--- config.mk ---
export PLATFORM = sky130hd
export DESIGN_NAME = div_sqrt_iter_ctrl
export DESIGN_NICKNAME = d
export VERILOG_FILES = /design/src/rtl/div_sqrt_pkg.sv /design/src/rtl/div_sqrt_prec_decode.sv /design/src/rtl/div_sqrt_iter_ctrl.sv
export SDC_FILE = /design/constraint.sdc
export NUM_CORES = 1
export LEC_CHECK = 0
export CAP_MARGIN = 15
export CORE_AREA = 2 2 51 53
export DETAILED_ROUTE_END_ITERATION = 10
export DIE_AREA = 0 0 53 55
export PLACE_DENSITY = 0.74
export SYNTH_ARGS = -nofsm -noshare
export SYNTH_HDL_FRONTEND = slang
export SYNTH_HIERARCHICAL = 1
export SYNTH_SLANG_ARGS = --single-unit
--- constraint.sdc ---
create_clock -name Clk_CI -period 3 [get_ports Clk_CI]
set_input_delay 0.75 -clock Clk_CI [delete_from_list [all_inputs] [get_ports Clk_CI]]
set_output_delay 0.75 -clock Clk_CI [all_outputs]
set_load 0.02 [all_outputs]
--- src/rtl/div_sqrt_pkg.sv ---
// Shared state encoding, widths and the precision -> iteration-count rule
// for the iterative divide/sqrt unit (controller and result normaliser).
package div_sqrt_pkg;

  localparam int unsigned C_DIV_MANT  = 23;
  localparam int unsigned C_QUOT_BITS = C_DIV_MANT + 4;
  localparam int unsigned C_MIN_PREC  = 6;

  typedef enum logic [1:0] {
    IDLE = 2'd0,
    ITER = 2'd1,
    DONE = 2'd2
  } state_e;

  // Requests below the minimum or above full precision fall back to full precision.
  function automatic int unsigned n_iter(input int unsigned prec,
                                         input int unsigned quot_bits,
                                         input int unsigned unroll);
    int unsigned q;
    q = (prec >= C_MIN_PREC && prec <= quot_bits) ? prec : quot_bits;
    return (q + unroll - 1) / unroll;
  endfunction

endpackage

--- src/rtl/div_sqrt_prec_decode.sv ---
// Precision request -> index of the final iteration cycle (N-1).
// Latency: combinational. Backpressure: none, pure decode.
// Returns N-1 so that N == 2**C_CNT_W still fits in the counter width.
module div_sqrt_prec_decode #(
  parameter int unsigned C_QUOT_BITS   = div_sqrt_pkg::C_QUOT_BITS,
  parameter int unsigned C_ITER_UNROLL = 1,
  parameter int unsigned C_PREC_W      = 6,
  parameter int unsigned C_CNT_W       = 6
) (
  input  logic [C_PREC_W-1:0] Precision_ctl_SI,
  output logic [C_CNT_W-1:0]  Last_idx_DO
);
  import div_sqrt_pkg::*;

  assign Last_idx_DO = C_CNT_W'(n_iter(32'(Precision_ctl_SI), C_QUOT_BITS, C_ITER_UNROLL) - 1);

endmodule

--- src/rtl/div_sqrt_iter_ctrl.sv ---
// Sequencer for the radix-2 div/sqrt mantissa iteration: operand load, mode enables, carry-in strobe, done.
// Latency: accept at t, iteration cycles t+1..t+N, Done_SO at t+N+1; Load_SO is combinational on accept.
// Backpressure: Ready_SO low while iterating and starts are dropped; DIV_SQRT_CTRL_KILL_EN enables Kill_SI abort.
module div_sqrt_iter_ctrl #(
  parameter int unsigned C_DIV_MANT    = div_sqrt_pkg::C_DIV_MANT,
  parameter int unsigned C_QUOT_BITS   = C_DIV_MANT + 4,
  parameter int unsigned C_ITER_UNROLL = 1,
  parameter int unsigned C_PREC_W      = 6,
  parameter int unsigned C_CNT_W       = 6
) (
  input  logic                Clk_CI,
  input  logic                Rst_RI,
  input  logic                Div_start_SI,
  input  logic                Sqrt_start_SI,
  input  logic [C_PREC_W-1:0] Precision_ctl_SI,
  input  logic                Kill_SI,
  output logic                Ready_SO,
  output logic                Busy_SO,
  output logic                Load_SO,
  output logic                Div_enable_SO,
  output logic                Sqrt_enable_SO,
  output logic                Div_start_dly_SO,
  output logic [C_CNT_W-1:0]  Iter_cnt_DO,
  output logic                Last_iter_SO,
  output logic                Done_SO
);
  import div_sqrt_pkg::*;

  localparam int unsigned C_N_MAX = (C_QUOT_BITS + C_ITER_UNROLL - 1) / C_ITER_UNROLL;

  if (C_ITER_UNROLL < 1 || C_ITER_UNROLL > 4) begin : g_bad_unroll
    $error("div_sqrt_iter_ctrl: C_ITER_UNROLL must be 1..4");
  end
  if (C_N_MAX > (1 << C_CNT_W)) begin : g_bad_cnt_w
    $error("div_sqrt_iter_ctrl: C_CNT_W too narrow for the iteration count");
  end

  state_e             state_q;
  logic [C_CNT_W-1:0] cnt_q, last_idx_q, dec_last_idx;
  logic               ready_q, busy_q, div_en_q, sqrt_en_q, dly_q, last_q, done_q;
  logic               kill, accept;

`ifdef DIV_SQRT_CTRL_KILL_EN
  assign kill = Kill_SI;
`else
  logic unused_kill;
  assign kill        = 1'b0;
  assign unused_kill = Kill_SI;
`endif

  div_sqrt_prec_decode #(
    .C_QUOT_BITS  (C_QUOT_BITS),
    .C_ITER_UNROLL(C_ITER_UNROLL),
    .C_PREC_W     (C_PREC_W),
    .C_CNT_W      (C_CNT_W)
  ) u_prec_decode (
    .Precision_ctl_SI(Precision_ctl_SI),
    .Last_idx_DO     (dec_last_idx)
  );

  // Divide wins when both starts arrive together; kill blocks any accept.
  assign accept = ready_q & (Div_start_SI | Sqrt_start_SI) & ~kill;

  always_ff @(posedge Clk_CI) begin
    if (Rst_RI) begin
      state_q    <= IDLE;
      cnt_q      <= '0;
      last_idx_q <= '0;
      ready_q    <= 1'b1;
      busy_q     <= 1'b0;
      div_en_q   <= 1'b0;
      sqrt_en_q  <= 1'b0;
      dly_q      <= 1'b0;
      last_q     <= 1'b0;
      done_q     <= 1'b0;
    end else begin
      done_q <= 1'b0;
      dly_q  <= 1'b0;
      case (state_q)
        IDLE, DONE: begin
          if (accept) begin
            state_q    <= ITER;
            cnt_q      <= '0;
            last_idx_q <= dec_last_idx;
            ready_q    <= 1'b0;
            busy_q     <= 1'b1;
            div_en_q   <= Div_start_SI;
            sqrt_en_q  <= ~Div_start_SI;
            dly_q      <= Div_start_SI;
            last_q     <= (dec_last_idx == '0);
          end else begin
            state_q <= IDLE;
          end
        end
        ITER: begin
          if (kill) begin
            state_q   <= IDLE;
            cnt_q     <= '0;
            ready_q   <= 1'b1;
            busy_q    <= 1'b0;
            div_en_q  <= 1'b0;
            sqrt_en_q <= 1'b0;
            last_q    <= 1'b0;
          end else if (last_q) begin
            // Counter is left at N-1 through DONE.
            state_q   <= DONE;
            done_q    <= 1'b1;
            ready_q   <= 1'b1;
            busy_q    <= 1'b0;
            div_en_q  <= 1'b0;
            sqrt_en_q <= 1'b0;
            last_q    <= 1'b0;
          end else begin
            cnt_q  <= cnt_q + 1'b1;
            last_q <= ((cnt_q + 1'b1) == last_idx_q);
          end
        end
        default: state_q <= IDLE;
      endcase
    end
  end

  assign Load_SO          = accept;
  assign Ready_SO         = ready_q;
  assign Busy_SO          = busy_q;
  assign Div_enable_SO    = div_en_q;
  assign Sqrt_enable_SO   = sqrt_en_q;
  assign Div_start_dly_SO = dly_q;
  assign Iter_cnt_DO      = cnt_q;
  assign Last_iter_SO     = last_q;
  assign Done_SO          = done_q;

endmodule

-- Yosys cells after proc, flatten, opt, wreduce, memory -nomap -nowiden
Cells that the tools add are included.
- word-level logic and storage cells: 60
- bits in registers: 21
- order comparisons: 2
- equal/unequal tests: 6
- $add $sub $neg: 4
- muxes and demuxes: 21
- reduce and logical (&&, ||, !) cells: 11
- bitwise logic cells: 6
- operator list (operator ; number):
    two-way mux 6 bit ; 3
    adder 6 x 1 -> 6 bit (second input constant) ; 2
    case mux 6 bit (2 select lines) ; 1
    subtractor 6 x 1 -> 6 bit (second input constant) ; 2
    two-way mux 1 bit ; 10
    case mux 1 bit (2 select lines) ; 5
    equality test 6 bit ; 1
    greater-or-equal comparator 6 x 3 -> 1 bit (second input constant) ; 1
    <= comparator 6 x 5 -> 1 bit (second input constant) ; 1
    logical NOT 6 bit ; 1
    inequality test 2 bit (second input constant) ; 3
    AND reduction 3 bit ; 2
    NOT 1 bit ; 4
    case mux 2 bit (2 select lines) ; 1
    AND reduction 2 bit ; 2
    OR reduction 2 bit ; 2
    OR reduction 3 bit ; 1
    equality test 2 x 1 -> 1 bit (second input constant) ; 1
    equality test 2 bit (second input constant) ; 1
    logical NOT 2 bit ; 1
    two-way mux 2 bit ; 1
    nonzero test 2 bit ; 1
    bitwise AND 1 bit ; 1
    logical AND 1 bit ; 1
    OR 1 bit ; 1

-- Logic depth before layout (Yosys ltp)
Gate-level depths: netlist of the first run.
- depth after elaboration: 9
- depth in mapped cells: 8

-- Modules after synthesis
Netlist of the first run, hierarchy kept.
- modules (own cells, without submodules) (module ; cells each ; times used ; area an instance (um^2)):
    div_sqrt_iter_ctrl ; 109 ; 1 ; 923.4
    div_sqrt_prec_decode ; 22 ; 1 ; 140.1

-- Worst setup path before layout of the first run
No wires, ideal clock.
- kind: input port to flip-flop
- from: input Precision_ctl_SI[2]
- to: register last_q (netlist: Last_iter_SO)
- stages: 8
- data arrival time: 2473 ps
- data required time: 2908 ps
- slack: 435 ps
- path through: a31o_2 a211oi_1 ha_1 xor2_1 or4_1 nor4_1 a211oi_1 o32ai_1
- word-level cells in the longest chain between the ends: 9
- elaborated cells on any way between the ends: 10
- RTL lines (element ; line ; RTL):
    from (decl) ; div_sqrt_iter_ctrl.sv:15 ; input logic [C_PREC_W-1:0] Precision_ctl_SI,
    greater-or-equal comparator 6 x 3 -> 1 bit / <= comparator 6 x 5 -> 1 bit (equally long branches) ; div_sqrt_pkg.sv:20 ; q = (prec >= C_MIN_PREC && prec <= quot_bits) ? prec : quot_bits;
    logical AND 1 bit * ; div_sqrt_pkg.sv:20 ;
    two-way mux 6 bit * ; div_sqrt_pkg.sv:20 ;
    adder 6 x 1 -> 6 bit * ; div_sqrt_pkg.sv:21 ; return (q + unroll - 1) / unroll;
    subtractor 6 x 1 -> 6 bit * ; div_sqrt_pkg.sv:21 ;
    subtractor 6 x 1 -> 6 bit * ; div_sqrt_prec_decode.sv:15 ; assign Last_idx_DO = C_CNT_W'(n_iter(32'(Precision_ctl_SI), C_QUOT_BITS, C_ITER_UNROLL) - 1);
    via dec_last_idx[0] ; div_sqrt_iter_ctrl.sv:39 ; logic [C_CNT_W-1:0] cnt_q, last_idx_q, dec_last_idx;
    logical NOT 6 bit * ; div_sqrt_iter_ctrl.sv:90 ; last_q <= (dec_last_idx == '0);
    two-way mux 1 bit * ; div_sqrt_iter_ctrl.sv:81 ; if (accept) begin
    case mux 1 bit (2 select lines) * ; div_sqrt_iter_ctrl.sv:79 ; case (state_q)
    to (signal assigned) ; div_sqrt_iter_ctrl.sv:90 ;
    to (signal assigned) ; div_sqrt_iter_ctrl.sv:115 ; last_q <= ((cnt_q + 1'b1) == last_idx_q);
    to (decl) ; div_sqrt_iter_ctrl.sv:40 ; logic ready_q, busy_q, div_en_q, sqrt_en_q, dly_q, last_q, done_q;
The timed path passes the listed nets; every way through them passes the cells marked *. The select of a mux whose other input is x is not followed.
A chain may end at the register's enable or synchronous reset.

-- Final worst setup path of the first run
- from: input Div_start_SI
- to: output Load_SO
- word-level cells in the longest chain between the ends: 2
- RTL lines (element ; line ; RTL):
    from (decl) ; div_sqrt_iter_ctrl.sv:13 ; input logic Div_start_SI,
    OR 1 bit ; div_sqrt_iter_ctrl.sv:62 ; assign accept = ready_q & (Div_start_SI | Sqrt_start_SI) & ~kill;
    bitwise AND 1 bit ; div_sqrt_iter_ctrl.sv:62 ;
    to (decl) ; div_sqrt_iter_ctrl.sv:19 ; output logic Load_SO,
No other way between the ends.

==> run summary, run 1 <==
fraction of layout cells with a size suffix above 1 = 13.25%
Vias = 1065
Crit path max-delay family = buffers and inverters
Worst path max stage delay = 0.61 ns
Setup-failing EPs final = 0
f_max = 354.3 MHz
R2R Path End = Last_iter_SO
critical path's most frequent cell = clkdlybuf4s50_1
Synth top area share = 39.53%
cell row count = 18
hold path depth = 2
clock slew at reported path FFs = 0.12 ns
syn_nets = 144
ANT cells = 0
final wirelength = 2511 um
Synth area leaders = dfxtp_1 40%, a21oi_1 8.0%, nand2_1 6.4%
Core Region = 0.002365 mm2
fin. max-slew vios = 0
Post-Route Setup TNS = 0 ns
Area Growth Syn to Fin = 35.18%
fin nets = 180
root buffer cell = clkbuf_4
gr ovfl total = 0
CTS tree = yes
outcome = completed
Final period util = 94.09%
Post-Syn Area = 0.001064 mm2
Reg area = 420.4 um2
post-synthesis average cell area = 8.118 um2
DRC viols = 0
Post-synth EDFFs = 0
critical path cell sequence = clkdlybuf4s50_1 > o21ai_1 > inv_1 > clkdlybuf4s50_1
die width = 53 um
R2R setup slack = 1.42 ns
chip height = 55 um
Placement Cell Area = 0.001404 mm2
Hold Buf Count CTS = 0
sequential area share after synthesis = 39.53%
most frequent cells in the layout = 23 x clkdlybuf4s50_1, 21 x dfxtp_1, 18 x nand2_1
Final Hold Viols = 0
Hold WC Path Type = reg2reg
Max-Cap Viols = 0
H-tree levels = 1
Die ar. = 0.002915 mm2
post-synth top area cell = dfxtp_1
FF-to-FF path depth = 4
Worst EP arrival = 2.07 ns
Lkg Pwr = 0.5700 nW
Synth cell types = 37
Worst Hold Launch = last_idx_q[2]
CTS Buf Count = 3
Total Routing Usage GR = 19.90%
Peak VDD IR = 0.3948 mV
hold endpoint = last_idx_q[2]
gpl congestion = 0.7879
Initial Util = 44.97%
synth warn = 6
first-pass GRT wire length = 4250 um
initial antenna violation count = 0
hpwl dp = 1919 um
commonest non-fill, non-tap cell in the layout = clkdlybuf4s50_1
Max clock buf depth = 2
PortBufs = 23
Synth Flop Type = dfxtp_1
WP buf/inv = 3
pin count of the biggest net entering global routing = 23
vias in the first global route = 985
CP required = 2.25 ns
Final Instance Area = 0.001438 mm2
CP max stage cell = clkdlybuf4s50_1
final core occ = 60.79%
Syn Inst Count = 131
antenna-violating nets left = 0
Routed WL per cell = 12.81 um
area of the multi-input gates = 605.6 um2
crit path kind = in2out
Pre-antenna DRT Iters = 4
FF+latch count, synth = 21
vias per cell = 5.434
Worst Path Max Fanout = 4
Power Density = 455.3 mW/mm2
nature of the critical path endpoint = primary output
Fillers = 221
clk sink count = 21
DRT iter0 DRCs = 12
Critical R2R Launch = state_q[0]
Top Ports = 25
Setup crit start kind = primary input
asr flop ratio synth = 0%
RSZ-0062 raised after global routing = false
Clock Skew = 0.006104 ns
Period minus WS final = 2.823 ns
Clock Latency Late Sink = 0.31 ns
## tightest hold or removal path, delay by kind of cell (launching register included)
family / cells / cell delay [ns]
and+or+nand+nor: 1 / 0.05
AOI/OAI and AO/OA: 1 / 0.05
DFF: 1 / 0.34
## worst max-delay path by stage
stage	from	to	slack (ns)	depth (start not counted)
after CTS	Div_start_SI	Load_SO	0.17	4
after global placement	Precision_ctl_SI[2]	Last_iter_SO	-0.13	9
after global routing	Precision_ctl_SI[4]	Last_iter_SO	0.04	9
final	Div_start_SI	Load_SO	0.18	4
after floorplan	Precision_ctl_SI[2]	Last_iter_SO	0.43	8
after detailed placement	Precision_ctl_SI[4]	Last_iter_SO	-0.17	9
## through the flow
stage / worst slack (ns) / total power [mW] / std cells / hold WS, ns
2_1_floorplan: 0.4348 / 0.4385 / 131 / 0.4481
3_3_place_gp: -0.1332 / 0.5155 / 192 / 0.4452
3_5_place_dp: -0.1671 / 0.5230 / 192 / 0.4638
4_1_cts: 0.1668 / 0.6635 / 196 / 0.4814
5_1_grt: 0.04140 / 0.6968 / 196 / 0.4981
6_report: 0.1774 / 0.6545 / 196 / 0.4808
## routing by layer
layer | track usage (%) | wire, um | up-vias
met1 | 23.47 | 1085 | 500
met5 | 0 | 0 | -
li1 | - | - | 528
met2 | 34.58 | 1234 | 31
met4 | 8.974 | 38 | 0
met3 | 4.570 | 153 | 6
## cell families (layout without fill, tap and decap cells)
group | after synthesis | in the layout | share of synthesized area [%]
buffers and inverters | 10 | 45 | 4.118
other | 1 | 1 | 0.3526
AND/OR/NAND/NOR | 53 | 53 | 26.00
adder cells (fa/ha/maj) | 2 | 2 | 2.353
AO/OA/AOI/OAI | 32 | 32 | 17.53
multiplexers | 1 | 1 | 1.059
flip-flops | 21 | 21 | 39.53
XOR/XNOR | 11 | 11 | 9.059
## synth_stat cells, types with 2 or more instances
master,number
buf_2,2
clkbuf_1,2
nor4b_1,2
inv_1,5
xor2_1,5
dfxtp_1,21
ha_1,2
nand3_1,5
nand2_1,18
nor2_1,11
a21oi_1,17
o21bai_1,2
or3_1,2
xnor2_1,6
o21ai_0,4
nor3_1,2
o21ai_1,2
a211oi_1,2
nand3b_1,3
## layout make-up
| cell class | count | share of cell area, % |
|---|---|---|
| Tap cell | 30 | 2.611 |
| Timing Repair Buffer | 36 | 22.80 |
| Inverter | 5 | 1.305 |
| Clock buffer | 3 | 1.567 |
| Sequential cell | 21 | 29.24 |
| Clock inverter | 1 | 0.3481 |
| Multi-Input combinational cell | 100 | 42.12 |
## flip-flops by register name (all words and copies together), names as in the netlist
signal            cells
Iter_cnt_DO           6
Last_iter_SO          1
Ready_SO              1
state_q               2
Div_enable_SO         1
Done_SO               1
Div_start_dly_SO      1
last_idx_q            6
Busy_SO               1
Sqrt_enable_SO        1
## report_power, final
group	switching, mW	internal, mW	total, mW	leakage, nW
combinational	0.103	0.0914	0.194	0.380
sequential	0.0204	0.302	0.322	0.172
clock	0.0879	0.0498	0.138	0.0177
total	0.211	0.443	0.655	0.570
## timing repair
item,CTS,global route
gates resized for setup,0,1
buffers inserted,0,0
endpoints found under the setup margin,0,1
(Power assumes the default switching activity.)
==> inputs of run 2 (changes only) <==
--- a/config.mk
+++ b/config.mk
@@ -5,11 +5,12 @@
 export SDC_FILE = /design/constraint.sdc
 export NUM_CORES = 1
 export LEC_CHECK = 0
+export ABC_AREA = 1
 export CAP_MARGIN = 15
-export CORE_AREA = 2 2 51 53
+export CORE_AREA = 2 2 50 56
 export DETAILED_ROUTE_END_ITERATION = 10
-export DIE_AREA = 0 0 53 55
-export PLACE_DENSITY = 0.74
+export DIE_AREA = 0 0 52 58
+export PLACE_DENSITY = 0.75
 export SYNTH_ARGS = -nofsm -noshare
 export SYNTH_HDL_FRONTEND = slang
 export SYNTH_HIERARCHICAL = 1
==> run 2 against run 1 <==
Against the previous run: clock skew shrank 0.0046 ns; sequential share of layout area rose by 0.15 points; maximum frequency is 3.8% higher; largest power group unchanged; core utilization down 2.4 points.
==> run summary, run 2 <==
outcome = completed
clock slew at reported path FFs = 0.11 ns
pin count of the biggest net entering global routing = 15
post-synth top area cell = dfxtp_1
DRC viols = 0
cell row count = 19
combinational share of power = 32.3%
Hold WC Path Type = reg2reg
Lkg Pwr = 0.6044 nW
total power = 695.8 uW
fraction of layout cells with a size suffix above 1 = 12.44%
Placement Cell Area = 0.001403 mm2
Final Instance Area = 0.001430 mm2
Clock Latency Late Sink = 0.30 ns
Setup-failing EPs final = 0
Worst EP arrival = 1.97 ns
Final Hold Viols = 0
Post-Syn Area = 0.001146 mm2
syn_nets = 182
hpwl dp = 1970 um
Area Growth Syn to Fin = 24.78%
nature of the critical path endpoint = primary output
synth warn = 6
most frequent cells in the layout = 39 x nand2_1, 23 x clkdlybuf4s50_1, 22 x inv_1
FF+latch count, synth = 21
most instantiated library cell after synthesis = nand2_1
post-synthesis average cell area = 6.782 um2
fin nets = 207
initial antenna violation count = 0
root buffer cell = clkbuf_4
Pre-antenna DRT Iters = 4
commonest non-fill, non-tap cell in the layout = nand2_1
Core Region = 0.002449 mm2
post-cts repair resize count = 0
Post-Synth XOR/XNOR Area = 1.528%
Synth area leaders = dfxtp_1 37%, nand2_1 13%, inv_1 7.2%
simple-gate share of the synthesized area = 37.99%
Power Density = 486.6 mW/mm2
Peak VDD IR = 0.3755 mV
PortBufs = 23
crit path kind = in2out
Top Ports = 25
Post-Route Setup TNS = 0 ns
multiplexer share of the synthesized area = 0%
Final period util = 90.61%
first-pass GRT wire length = 4416 um
H-tree levels = 1
Hold Buf Count CTS = 0
fin. max-slew vios = 0
Max-Cap Viols = 0
sequential area share after synthesis = 36.68%
Layout Cells excl Fill = 224
Initial Util = 46.81%
Post-CTS Setup Bufs = 0
Synth cell types = 25
Synth top area share = 36.68%
Synth Flop Type = dfxtp_1
CTS Buf Count = 3
CTS tree = yes
Vias = 1120
gr ovfl total = 0
Syn Inst Count = 169
Total Routing Usage GR = 19.04%
vias in the first global route = 1080
RSZ-0062 raised after global routing = false
Post-synth EDFFs = 0
# placed instances = 220
compound-gate portion of the synthesized area = 11.35%
Setup crit start kind = primary input
switching power = 243.6 uW
largest family of logic cells by synthesized area = simple AND/OR/NAND/NOR gates
Routed WL per cell = 10.92 um
Synth top cells by count = 39 x nand2_1, 22 x inv_1, 21 x dfxtp_1, 21 x nor2_1, 11 x a21oi_1
antenna-violating nets left = 0
clk sink count = 21
DRT iter0 DRCs = 26
chip height = 58 um
vias per cell = 5.000
Period minus WS final = 2.718 ns
ANT cells = 0
Worst Path Max Fanout = 2
f_max = 367.9 MHz
internal power = 452.3 uW
share of power burned in registers = 48.5%
Clock Skew = 0.001519 ns
Max clock buf depth = 2
sw frac = 35.01%
adder-cell share of the synthesized area = 2.183%
final wirelength = 2445 um
Clock Power Share = 19.2%
die width = 52 um
CP required = 2.25 ns
gpl congestion = 0.8047
Die ar. = 0.003016 mm2
asr flop ratio synth = 0%
==> run 2: changes by cell type after synthesis, sizes merged, moves of 6 or more <==
| cell | previous run | this run |
|---|---|---|
| inv | 5 | 25 |
| nor2 | 11 | 29 |
| nand3 | 5 | 11 |
| nand2 | 18 | 42 |
==> run 2: power groups by stage <==
stage	Combinational, mW	Clock [mW]	Sequential [mW]
after floorplan	0.129	0	0.360
after global placement	0.220	0	0.342
after detailed placement	0.225	0	0.344
after CTS	0.225	0.140	0.338
after global routing	0.249	0.153	0.342
final	0.224	0.134	0.338
==> run 2: worst paths after layout <==
kind               endpoint  depth (start not counted)  slack, ns      startpoint
max                 Load_SO                          4       0.28    Div_start_SI
min          Sqrt_enable_SO                          2       0.47  Sqrt_enable_SO
max reg2reg    Last_iter_SO                          8       1.48  Iter_cnt_DO[0]
min reg2reg  Sqrt_enable_SO                          2       0.47  Sqrt_enable_SO
==> run 2: routing by layer <==
layer / vias to the layer above / wire length [um] / track usage [%]
met3: 6 / 69 / 2.320
met1: 508 / 1055 / 22.13
met5: - / 0 / 0
met2: 25 / 1271 / 34.00
met4: 0 / 50 / 9.023
li1: 581 / - / -
==> run 2: kinds of logic (layout without fill, tap and decap cells) <==
kind of cell / count (synthesis) / in the layout
AND/OR/NAND/NOR: 90 / 90
buffers and inverters: 29 / 53
AO/OA/AOI/OAI: 24 / 24
flip-flops: 21 / 21
adder cells (fa/ha/maj): 2 / 2
XOR/XNOR: 2 / 2
other: 1 / 1
==> run 2: cell type report <==
type | instances | area [um2]
fill | 234 | 1018
multi-input combinational | 119 | 611.8
sequential | 21 | 420.4
timing repair buffer | 24 | 237.7
inverter | 25 | 93.84
tap | 31 | 38.79
clock buffer | 3 | 22.52
clock inverter | 1 | 5.005
==> run 2: stage by stage <==
stage / setup slack, ns / util (%) / hold WS [ns]
final: 0.2818 / 58.41 / 0.4656
after global routing: 0.1501 / 58.41 / 0.4970
after CTS: 0.2715 / 58.41 / 0.4694
after detailed placement: 0.03736 / 57.28 / 0.4527
after global placement: 0.1473 / 57.28 / 0.4468
after floorplan: 0.7967 / - / 0.4444
==> run 2: critical path: stages <==
cell             delay [ns]
clkdlybuf4s50_1        0.48
o21ai_1                0.08
inv_1                  0.06
clkdlybuf4s50_1        0.59
==> inputs of run 3 (changes only) <==
==> constraint.sdc (replaced) <==
create_clock -name Clk_CI -period 2.7 [get_ports Clk_CI]
set_input_delay 0.675 -clock Clk_CI [delete_from_list [all_inputs] [get_ports Clk_CI]]
set_output_delay 0.675 -clock Clk_CI [all_outputs]
set_load 0.02 [all_outputs]
==> run 3 against run 2 <==
Against the previous run: critical path depth unchanged; non-clock buffer count increased by 3; core utilization grew 0.92 points; sequential cell count stayed put; largest cell class unchanged; total power up 12%; clock skew up 0.0026 ns; die area did not move; clock power rose by 13%.
==> run summary, run 3 (synthesis gave the netlist of run 2 again) <==
Worst Path Max Fanout = 2
Worst path max stage delay = 0.59 ns
Setup crit start kind = primary input
worst hold slack = 0.4667 ns
Area Growth Syn to Fin = 26.75%
CP required = 2.03 ns
DRT iter0 DRCs = 21
Final Hold Viols = 0
H-tree levels = 1
clock slew at reported path FFs = 0.12 ns
gpl congestion = 0.7827
ANT cells = 0
Hold Buf Count CTS = 0
Crit path max-delay family = buffers and inverters
CP max stage cell = clkdlybuf4s50_1
fin nets = 210
hpwl dp = 1878 um
PortBufs = 23
Routed WL per cell = 10.40 um
first-pass GRT wire length = 4064 um
worst setup margin = 0.1227 ns
chip height = 58 um
Total Routing Usage GR = 17.55%
fin. max-slew vios = 0
critical path cell sequence = clkdlybuf4s50_1 > o21ai_1 > inv_1 > clkdlybuf4s50_1
Worst EP arrival = 1.90 ns
pre-CTS setup slack = -0.03829 ns
Clock Skew = 0.004142 ns
crit path kind = in2out
RSZ-0062 raised after global routing = false
R2R Path End = Last_iter_SO
CP Depth = 4
Max clock buf depth = 2
critical path endpoint = Load_SO
pin count of the biggest net entering global routing = 15
clk sink count = 21
vias per cell = 4.903
DRC viols = 0
Vias = 1113
Worst Setup SP = Div_start_SI
gr ovfl total = 0
Pre-antenna DRT Iters = 4
fraction of layout cells with a size suffix above 1 = 13.78%
Peak VDD IR = 0.3843 mV
Setup-failing EPs final = 0
die width = 52 um
CTS tree = yes
initial antenna violation count = 0
cell row count = 19
FF-to-FF path depth = 8
R2R setup slack = 1.18 ns
Max-Cap Viols = 0
Hold WC Path Type = reg2reg
Period minus WS final = 2.577 ns
WP buf/inv = 3
Top Ports = 25
Post-Route Setup TNS = 0 ns
Final Instance Area = 0.001453 mm2
f_max = 388.0 MHz
Critical R2R Launch = Iter_cnt_DO[0]
CTS Buf Count = 3
total power = 776.2 uW
most frequent cells in the layout = 39 x nand2_1, 23 x clkdlybuf4s50_1, 22 x inv_1
commonest non-fill, non-tap cell in the layout = nand2_1
Die ar. = 0.003016 mm2
nature of the critical path endpoint = primary output
outcome = completed
Clock Latency Late Sink = 0.30 ns
Post-CTS Setup Bufs = 0
Power Density = 534.3 mW/mm2
critical path's most frequent cell = clkdlybuf4s50_1
Core Region = 0.002449 mm2
root buffer cell = clkbuf_4
post-cts repair resize count = 0
antenna-violating nets left = 0
Lkg Pwr = 0.6190 nW
vias in the first global route = 983
Final period util = 95.45%
final wirelength = 2361 um
Placement Cell Area = 0.001425 mm2
Initial Util = 46.81%
[run 3: area by class of cell]
cell class / instances / area, um2
multi-input cells: 119 / 611.8
clock inverters: 1 / 5.005
inverters: 25 / 93.84
clock buffers: 3 / 22.52
repair buffers: 27 / 260.3
fillers: 229 / 996.0
flip-flops and latches: 21 / 420.4
well taps: 31 / 38.79
[run 3: where the power goes]
part	internal, mW	leakage [nW]	total [mW]	switching [mW]
sequential	0.347	0.173	0.374	0.0276
combinational	0.104	0.429	0.251	0.147
clock	0.0552	0.0177	0.151	0.0959
total	0.506	0.619	0.776	0.271
[run 3: through the flow]
stage / util [%] / std cells
after floorplan: - / 169
after global placement: 58.20 / 223
after detailed placement: 58.20 / 223
after CTS: 59.33 / 227
after global routing: 59.33 / 227
final: 59.33 / 227
[run 3: worst min path at each step]
stage | startpoint | endpoint | slack (ns) | depth (start not counted)
final | Sqrt_enable_SO | Sqrt_enable_SO | 0.47 | 2
after CTS | Sqrt_enable_SO | Sqrt_enable_SO | 0.47 | 2
after floorplan | last_idx_q[5] | last_idx_q[5] | 0.44 | 2
after global placement | Sqrt_enable_SO | Sqrt_enable_SO | 0.45 | 2
after global routing | Busy_SO | Busy_SO | 0.50 | 2
after detailed placement | Sqrt_enable_SO | Sqrt_enable_SO | 0.45 | 2
[run 3: worst register-to-register path: stages, from the launching register on]
cell     delay [ns]
dfxtp_1        0.50
ha_1           0.31
xnor2_1        0.14
nand2_1        0.06
nor2_1         0.11
nand2_2        0.07
nor2_4         0.08
nand3_2        0.07
a21oi_2        0.12
[run 3: layer usage]
metal	up-vias	global-route usage, %	wire (um)
li1	586	-	-
met1	495	21.82	1048
met2	24	29.48	1172
met3	8	2.062	67
met4	0	9.023	72
met5	-	0	0
